[config.mk]
export PLATFORM = sky130hd
export DESIGN_NAME = divcnt_timer_ctrl
export DESIGN_NICKNAME = d
export VERILOG_FILES = /design/src/rtl/divcnt_pkg.sv /design/src/rtl/divcnt_chain.sv /design/src/rtl/divcnt_timer_ctrl.sv
export SDC_FILE = /design/constraint.sdc
export NUM_CORES = 1
export LEC_CHECK = 0
export ABC_AREA = 1
export CAP_MARGIN = 10
export CORE_UTILIZATION = 55
export CTS_CLUSTER_DIAMETER = 50
export CTS_CLUSTER_SIZE = 10
export DETAILED_ROUTE_END_ITERATION = 10
export GPL_ROUTABILITY_DRIVEN = 1
export PLACE_DENSITY = 0.79
export RECOVER_POWER = 50
export SLEW_MARGIN = 30
export SYNTH_ARGS = -nofsm -noshare
export SYNTH_HDL_FRONTEND = slang
export SYNTH_SLANG_ARGS = --single-unit
[constraint.sdc]
create_clock -name MasterClock -period 1.8 [get_ports MasterClock]
set_input_delay 0.36 -clock MasterClock [delete_from_list [all_inputs] [get_ports MasterClock]]
set_output_delay 0.36 -clock MasterClock [all_outputs]
set_load 0.03 [all_outputs]
[src/rtl/divcnt_pkg.sv]
// Shared types and register map for the divider-chain interval timer.
package divcnt_pkg;

  typedef enum logic [1:0] {
    StIdle = 2'd0,
    StRun  = 2'd1,
    StDone = 2'd2
  } divcnt_state_e;

  // Register addresses
  localparam logic [1:0] A_LIMIT = 2'd0;
  localparam logic [1:0] A_CTRL  = 2'd1;
  localparam logic [1:0] A_COUNT = 2'd2;
  localparam logic [1:0] A_STAT  = 2'd3;

  // CTRL register bit positions
  localparam int unsigned CTRL_GO       = 0;
  localparam int unsigned CTRL_PERIODIC = 1;
  localparam int unsigned CTRL_IRQEN    = 2;
  localparam int unsigned CTRL_PS_LSB   = 4;

endpackage

[src/rtl/divcnt_chain.sv]
// Synchronous toggle-cell divider chain: each cell toggles when CE is high and
// every lower cell is 1. Active-low synchronous clear overrides counting.
module divcnt_chain #(
  parameter int unsigned WIDTH = 16
) (
  input  logic             clk_i,
  input  logic             cll_ni,
  input  logic             ce_i,
  output logic [WIDTH-1:0] q_o
);

  logic [WIDTH-1:0] q_q, q_d;
  logic [WIDTH-1:0] carry;

  // Carry-enable per cell, formed from the cell outputs directly so the
  // chain has no combinational self-reference.
  assign carry[0] = ce_i;
  for (genvar i = 1; i < WIDTH; i++) begin : g_carry
    assign carry[i] = ce_i & (&q_q[i-1:0]);
  end

  // Toggle or clear each cell.
  always_comb begin
    q_d = q_q;
    if (!cll_ni) q_d = '0;
    else         q_d = q_q ^ carry;
  end

  // Cell state register.
  always_ff @(posedge clk_i) begin
    q_q <= q_d;
  end

  assign q_o = q_q;

endmodule

[src/rtl/divcnt_timer_ctrl.sv]
// CPU-programmable interval timer sequencing a toggle-cell divider chain:
// prescaler, terminal-count compare, one-shot/periodic modes, sticky IRQ.
module divcnt_timer_ctrl
  import divcnt_pkg::*;
#(
  parameter int unsigned WIDTH = 16,
  parameter int unsigned PS_W  = 4
) (
  input  logic             MasterClock,
  input  logic             RESET,
  input  logic             CLKEN,
  input  logic             WR,
  input  logic [1:0]       ADDR,
  input  logic [WIDTH-1:0] DIN,
  output logic [WIDTH-1:0] DOUT,
  output logic             TC,
  output logic             IRQ,
  input  logic             IACK,
  output logic             RUNNING
);

  divcnt_state_e    state_q, state_d;
  logic [WIDTH-1:0] limit_sh_q, limit_sh_d;
  logic [WIDTH-1:0] limit_act_q, limit_act_d;
  logic             go_q, go_d, periodic_q, periodic_d, irqen_q, irqen_d;
  logic [PS_W-1:0]  ps_q, ps_d, psc_q, psc_d;
  logic             irq_q, irq_d;
  logic [WIDTH-1:0] count;
  logic             wr_limit, wr_ctrl, wr_stat, tick, wrap, cll_n;

  // Bus decode, tick generation and chain control.
  always_comb begin
    wr_limit = WR && (ADDR == A_LIMIT);
    wr_ctrl  = WR && (ADDR == A_CTRL);
    wr_stat  = WR && (ADDR == A_STAT);
    tick     = (state_q == StRun) && CLKEN && (psc_q == ps_q);
    wrap     = tick && (count == limit_act_q);
    // RESET folded into the clear so the count returns to 0 with everything else
    cll_n    = !(RESET || (state_q == StIdle) || wrap);
    TC       = wrap && !RESET;
  end

  divcnt_chain #(
    .WIDTH (WIDTH)
  ) u_chain (
    .clk_i  (MasterClock),
    .cll_ni (cll_n),
    .ce_i   (tick),
    .q_o    (count)
  );

  // Next-state: registers, prescaler, FSM and interrupt.
  always_comb begin
    state_d     = state_q;
    limit_sh_d  = limit_sh_q;
    limit_act_d = limit_act_q;
    go_d        = go_q;
    periodic_d  = periodic_q;
    irqen_d     = irqen_q;
    ps_d        = ps_q;
    psc_d       = psc_q;
    irq_d       = irq_q;

    if (wr_limit) limit_sh_d = DIN;
    if (wr_ctrl) begin
      go_d       = DIN[CTRL_GO];
      periodic_d = DIN[CTRL_PERIODIC];
      irqen_d    = DIN[CTRL_IRQEN];
      ps_d       = DIN[CTRL_PS_LSB +: PS_W];
    end

    // Prescaler idles at 0 outside RUN, so every entry into RUN starts fresh.
    if (state_q != StRun) psc_d = '0;
    else if (tick)        psc_d = '0;
    else if (CLKEN)       psc_d = psc_q + PS_W'(1);

    unique case (state_q)
      StIdle: begin
        if (wr_ctrl && DIN[CTRL_GO]) begin
          state_d     = StRun;
          limit_act_d = limit_sh_q;
        end
      end
      StRun: begin
        if (wr_ctrl && !DIN[CTRL_GO]) begin
          state_d = StIdle;
        end else if (wrap) begin
          if (periodic_q) begin
            limit_act_d = limit_sh_q;
          end else begin
            state_d = StDone;
            go_d    = 1'b0;
          end
        end
      end
      StDone: begin
        if (wr_ctrl) begin
          if (DIN[CTRL_GO]) begin
            state_d     = StRun;
            limit_act_d = limit_sh_q;
          end else begin
            state_d = StIdle;
          end
        end
      end
      default: state_d = StIdle;
    endcase

    // Set has priority over acknowledge.
    if (wrap && irqen_q)      irq_d = 1'b1;
    else if (IACK || wr_stat) irq_d = 1'b0;
  end

  // State registers with synchronous reset.
  always_ff @(posedge MasterClock) begin
    if (RESET) begin
      state_q     <= StIdle;
      limit_sh_q  <= '1;
      limit_act_q <= '1;
      go_q        <= 1'b0;
      periodic_q  <= 1'b0;
      irqen_q     <= 1'b0;
      ps_q        <= '0;
      psc_q       <= '0;
      irq_q       <= 1'b0;
    end else begin
      state_q     <= state_d;
      limit_sh_q  <= limit_sh_d;
      limit_act_q <= limit_act_d;
      go_q        <= go_d;
      periodic_q  <= periodic_d;
      irqen_q     <= irqen_d;
      ps_q        <= ps_d;
      psc_q       <= psc_d;
      irq_q       <= irq_d;
    end
  end

  // Read mux, combinational from ADDR.
  always_comb begin
    DOUT = '0;
    case (ADDR)
      A_LIMIT: DOUT = limit_sh_q;
      A_CTRL: begin
        DOUT[CTRL_GO]               = go_q;
        DOUT[CTRL_PERIODIC]         = periodic_q;
        DOUT[CTRL_IRQEN]            = irqen_q;
        DOUT[CTRL_PS_LSB +: PS_W]   = ps_q;
      end
      A_COUNT: DOUT = count;
      default: DOUT[2:0] = {state_q == StDone, irq_q, state_q == StRun};
    endcase
  end

  assign IRQ     = irq_q;
  assign RUNNING = (state_q == StRun);

endmodule

==> results of run 1 <==
worst max-delay path: stages, from the launching register on:
cell and delay [ns]:
dfxtp_4 0.38, inv_2 0.04, nand2_2 0.05, nand2_2 0.07, nor2_4 0.13, nand3_2 0.09
nor2_4 0.13, nand3_2 0.11, nor2_4 0.14, buf_6 0.14
logic make-up (layout without fill, tap and decap cells):
family          after synthesis  after routing  synth area share
xor+xnor                     19             19            0.0508
simple gates                257            257             0.403
buf+inv                      60            151            0.0924
fa+ha+maj                     2              2           0.00764
flops                        62             62             0.379
compound gates               39             39            0.0676
routing by layer:
layer	share of wire	vias up
li1	-	1588
met1	0.43	1487
met5	0	-
met4	0.014	0
met3	0.062	11
met2	0.49	106
metrics by stage:
stage                     instance area, um^2  cells   util  TNS (ns)
after floorplan                          3280    439      -         0
after global placement                   3950    579  0.704     -8.01
after detailed placement                 3950    579  0.704     -8.81
after CTS                                4220    596  0.752    -0.225
after global routing                     4320    602  0.770     -3.35
final                                    4320    602  0.770    -0.882
repair_timing:
item                       in CTS  in global routing
setup endpoints to repair      18                 20
pin swaps                       2                 10
resized for setup              20                 32
setup buffers                   1                  6
path summary, 6_finish.rpt:
kind,startpoint,to,slack [ns]
max,u_chain.q_o[13],TC,-0.21
min,limit_sh_q[5],limit_act_q[5],0.48
max reg2reg,u_chain.q_o[13],u_chain.q_o[3],0.09
min reg2reg,limit_sh_q[5],limit_act_q[5],0.48
sequential cells by signal, summed over array words and instances, names as in the netlist, 2 cells and up:
signal,flops
limit_act_q,16
limit_sh_q,16
ps_q,4
psc_q,4
state_q,2
u_chain.q_o,16
power by group through the flow:
stage	Combinational [mW]	Sequential, mW	Clock (mW)
3_3_place_gp	0.378	1.48	0
2_1_floorplan	0.229	1.47	0
3_5_place_dp	0.383	1.48	0
4_1_cts	0.389	1.45	1.44
6_report	0.395	1.44	1.43
5_1_grt	0.428	1.45	1.51
placed cells by master (no fill, tap or decap), drive strengths merged, types with 3 or more instances in the layout:
cell / count
clkdlybuf4s50: 20
a21oi: 15
nor2: 42
nand2: 134
nand4: 7
nand3: 62
clkbuf: 15
xor2: 10
inv: 50
nor3: 7
xnor2: 9
dfxtp: 62
o21ai: 16
o221ai: 3
buf: 61
cell type report:
cell class | count | area (um^2) | share of cell area
flip-flops and latches | 62 | 1270 | 0.295
clock inverters | 7 | 103 | 0.0238
well taps | 72 | 90.1 | 0.0209
multi-input cells | 317 | 1820 | 0.421
inverters | 46 | 173 | 0.0400
clock buffers | 9 | 124 | 0.0287
repair buffers | 89 | 739 | 0.171
==> summary.md, run 1 <==
| Metric | Value |
|---|---|
| Final setup violation count | `17` |
| Worst slew pin tran | `0.466 ns` |
| Clock Tree Buf Depth | `2` |
| Critical Path RT | `1.44 ns` |
| Unique masters post-synth | `36` |
| Die Y | `79.2 um` |
| Critical path type | `flop to output port` |
| Core Region | `0.00561 mm^2` |
| Clock Skew | `0.0101 ns` |
| Tightest Hold Check Type | `flop to flop` |
| Total Die Area | `0.00627 mm^2` |
| Reg2reg path depth | `12` |
| Tcrit/Tclk final | `1.12` |
| Syn. warnings | `0` |
| Signal arrival time at the worst endpoint | `1.65 ns` |
| WHS Path Cells | `2` |
| Sequential Power Share | `0.441` |
| Post-synthesis sequential area ratio | `0.379` |
| Clk_lat worst skew | `0.36 ns` |
| Startpoint types | `flop` |
| Dpl ws | `-0.267 ns` |
| Status | `finished with violations` |
| Worst VDD drop | `0.000740 V` |
| Antenna Nets Post-Route | `0` |
| WL final | `8580 um` |
| Initial antenna violation count | `0` |
| Gr ovfl total | `0` |
| # fillers | `432` |
| CP endpoint kind | `output port` |
| Cells after Synth | `439` |
| PnR Total Power | `3.27 mW` |
| RSZ-0062 raised after global routing | `yes` |
| GRT Total Usage | `0.295` |
| Clock-pin slew on the worst setup and hold paths | `0.08 ns` |
| Leakage | `1.90 nW` |
| Met2 Resource Use GR | `0.486` |
| Initial core utilization | `0.584` |
| Clock Power Share | `0.438` |
| Routed length per instance | `14.3 um` |
| Period minus WS final | `2.01 ns` |
| Max-slew violations | `0` |
| Clock sink count | `62` |
| Synth Net Count | `464` |
| Synth area leaders | `dfxtp_1 38%, nand2_1 14%, nand3_1 6.9%` |
| Ys async rst share | `0` |
| Initial DRC Count | `219` |
| Hold Worst Slack | `0.483 ns` |
| Max-Cap Viols | `0` |
| Fin worst setup slack | `-0.207 ns` |
| Synth area leader | `dfxtp_1` |
| Switching power | `0.892 mW` |
| Total number of H-tree levels | `3` |
| Met1 GRT Util | `0.365` |
| Worst-path fanout max | `3` |
| Primary FF master, synth | `dfxtp_1` |
| Detailed placement HPWL | `6250 um` |
| Power density over cell area | `757 mW/mm^2` |
| Internal power | `2.37 mW` |
| Rows | `27` |
| Number of nets in the layout | `550` |
| Max-slew headroom at the worst pin | `0.687` |
| Final count of hold timing violations | `0` |
| Num ports | `42` |
| Clock root cell | `clkbuf_8` |
| Combinational Power Share | `0.121` |
| DR vias | `3192` |
| Syn_area_per_cell | `7.46 um^2` |
| First-pass GRT wire length | `14000 um` |
| Top-count cell post-synth | `nand2_1` |
| DRC | `0` |
| Sw Share | `0.273` |
| Cts bufs inserted | `9` |
| Seq cells post-synth | `62` |
| Die W | `79.2 um` |
| Max Fclk | `498 MHz` |
| Vias in the first global route | `2995` |
| Commonest cells post-synth | `118 x nand2_1, 62 x dfxtp_1, 45 x nand3_1` |
| EDFF count, synth | `0` |
| Synth Cell Area | `0.00328 mm^2` |
| Via density per instance | `5.30` |
| Maximum number of pins on one net before global-route repair | `21` |
| Failing checks | `setup timing` |
| Port Buffers | `41` |
| Share of layout cells above drive strength 1 | `0.315` |
| Synth top area share | `0.379` |
| DRT Pass-1 Iters | `5` |
| GRT met3 Usage | `0.0805` |
| GR peak layer | `met2` |
| Synth-to-layout area growth | `31.7%` |
| CTS tree | `done` |
| Hold_buf cts | `0` |
| Placer Congestion | `0.910` |
| Ant diodes | `0` |
Power figures use the tool's default switching activity.
==> run 2: changes to the inputs <==
Settings changed: CORE_MARGIN set to 2, SKIP_LAST_GASP set to 1.
==> summary.md, run 2 (same netlist as run 1, synthesis figures left out) <==
| Metric | Value |
|---|---|
| Status | `finished with violations` |
| Failing checks | `setup timing` |
| Vias in the first global route | `3016` |
| Hold Worst Slack | `0.491 ns` |
| Cts bufs inserted | `9` |
| Core Region | `0.00585 mm^2` |
| Port Buffers | `41` |
| Initial antenna violation count | `0` |
| Final setup violation count | `4` |
| Setup tns final | `-0.271 ns` |
| Die W | `81.2 um` |
| Share of layout cells above drive strength 1 | `0.311` |
| Reg2reg path depth | `11` |
| Max-slew headroom at the worst pin | `0.706` |
| Placer Congestion | `0.901` |
| PnR Total Power | `3.16 mW` |
| Tightest Hold Check Type | `flop to flop` |
| GRT Total Usage | `0.274` |
| Worst R2R End | `limit_act_q[11]` |
| CTS tree | `done` |
| Detailed placement HPWL | `6180 um` |
| Period minus WS final | `2.00 ns` |
| Num ports | `42` |
| CP endpoint kind | `output port` |
| Clk_lat worst skew | `0.35 ns` |
| Rows | `28` |
| Signal arrival time at the worst endpoint | `1.64 ns` |
| Leakage | `1.93 nW` |
| Initial core utilization | `0.560` |
| Cell area after layout | `0.00437 mm^2` |
| Critical Path RT | `1.44 ns` |
| Worst VDD drop | `0.000632 V` |
| RR Startpoint | `state_q[0]` |
| Clock sink count | `62` |
| Worst-path fanout max | `3` |
| Power density over cell area | `725 mW/mm^2` |
| Via density per instance | `5.22` |
| Core Util, Final | `0.746` |
| Startpoint types | `flop` |
| WL final | `8640 um` |
| DR vias | `3158` |
| Tcrit/Tclk final | `1.11` |
| Most frequent cells in the layout | `117 x nand2_1, 54 x buf_4, 46 x dfxtp_1` |
| Maximum number of pins on one net before global-route repair | `37` |
| Synth-to-layout area growth | `33.3%` |
| Initial DRC Count | `180` |
| # fillers | `447` |
| Routed length per instance | `14.3 um` |
| Gr ovfl total | `0` |
| Ant diodes | `0` |
| Total number of H-tree levels | `3` |
| Max-Cap Viols | `0` |
| Clock Skew | `0.00878 ns` |
| Max-slew violations | `0` |
| Slowest stage cell on the critical path | `dfxtp_1` |
| Total Die Area | `0.00659 mm^2` |
| CP peak stage delay | `0.39 ns` |
| RSZ-0062 raised after global routing | `yes` |
| DRC | `0` |
| Critical path type | `flop to output port` |
| Area post-placement | `0.00400 mm^2` |
| Clock-pin slew on the worst setup and hold paths | `0.07 ns` |
| R2r setup slk | `0.07 ns` |
| Crit. Startpoint | `u_chain.q_o[11]` |
| Hold_buf cts | `0` |
| Die Y | `81.2 um` |
| First-pass GRT wire length | `13500 um` |
| Number of nets in the layout | `551` |
| DRT Pass-1 Iters | `4` |
| Antenna Nets Post-Route | `0` |
| Clock Tree Buf Depth | `2` |
| Commonest non-fill, non-tap cell in the layout | `nand2_1` |
| Worst slew pin tran | `0.437 ns` |
| Fin worst setup slack | `-0.203 ns` |
| Critical Path End | `TC` |
| Crit path cell chain | `inv_2 -> nand2_1 -> and2_1 -> nand3_2 -> nor2_4 -> nand3_2 -> nor2_4 -> buf_6` |
| Max Fclk | `499 MHz` |
| Final count of hold timing violations | `0` |
| Clock root cell | `clkbuf_8` |
run 2: layout make-up:
cell class,count,area (um^2),share of cell area
clock buffers,11,131,0.0301
clock inverters,4,72.6,0.0166
inverters,46,173,0.0396
multi-input cells,317,1800,0.412
well taps,75,93.8,0.0215
repair buffers,90,832,0.191
flip-flops and latches,62,1260,0.289
run 2: metrics by stage:
step           instances  setup slack (ns)
6_report             605            -0.203
5_1_grt              605            -0.297
4_1_cts              598            -0.198
3_5_place_dp         582            -0.259
3_3_place_gp         582            -0.212
2_1_floorplan        439           0.00486
run 2: worst min path at each step:
stage,slack (ns),endpoint,cells past startpoint,from
3_3_place_gp,0.47,limit_act_q[7],2,limit_sh_q[7]
3_5_place_dp,0.48,psc_q[2],2,psc_q[2]
6_report,0.49,psc_q[2],2,psc_q[2]
2_1_floorplan,0.43,irqen_q,1,RESET
4_1_cts,0.49,limit_act_q[7],2,limit_sh_q[7]
5_1_grt,0.51,limit_act_q[9],2,limit_sh_q[9]
run 2: routing by layer:
metal  GRT usage  wire, um  vias up
met2       0.457      4280       85
met1       0.315      3590     1458
met4       0.134       295        0
met5           0         0        -
met3      0.0889       483       28
li1            -         -     1587
run 2: critical path: cells and delay by family (launching register included):
kind / cells / cell delay, ns
DFF: 1 / 0.39
buffers and inverters: 2 / 0.19
and+or+nand+nor: 6 / 0.71
run 2: what timing repair did:
action,4_1_cts,5_1_grt
hold endpoints to repair,0,0
pin swaps,2,7
gates resized for setup,23,18
setup endpoints to repair,18,23
cloned,0,1
buffers inserted,1,6
run 2: power breakdown:
| part | switching [mW] | total (mW) | internal [mW] |
|---|---|---|---|
| clock | 0.540 | 1.31 | 0.770 |
| combinational | 0.227 | 0.405 | 0.178 |
| sequential | 0.0361 | 1.45 | 1.41 |
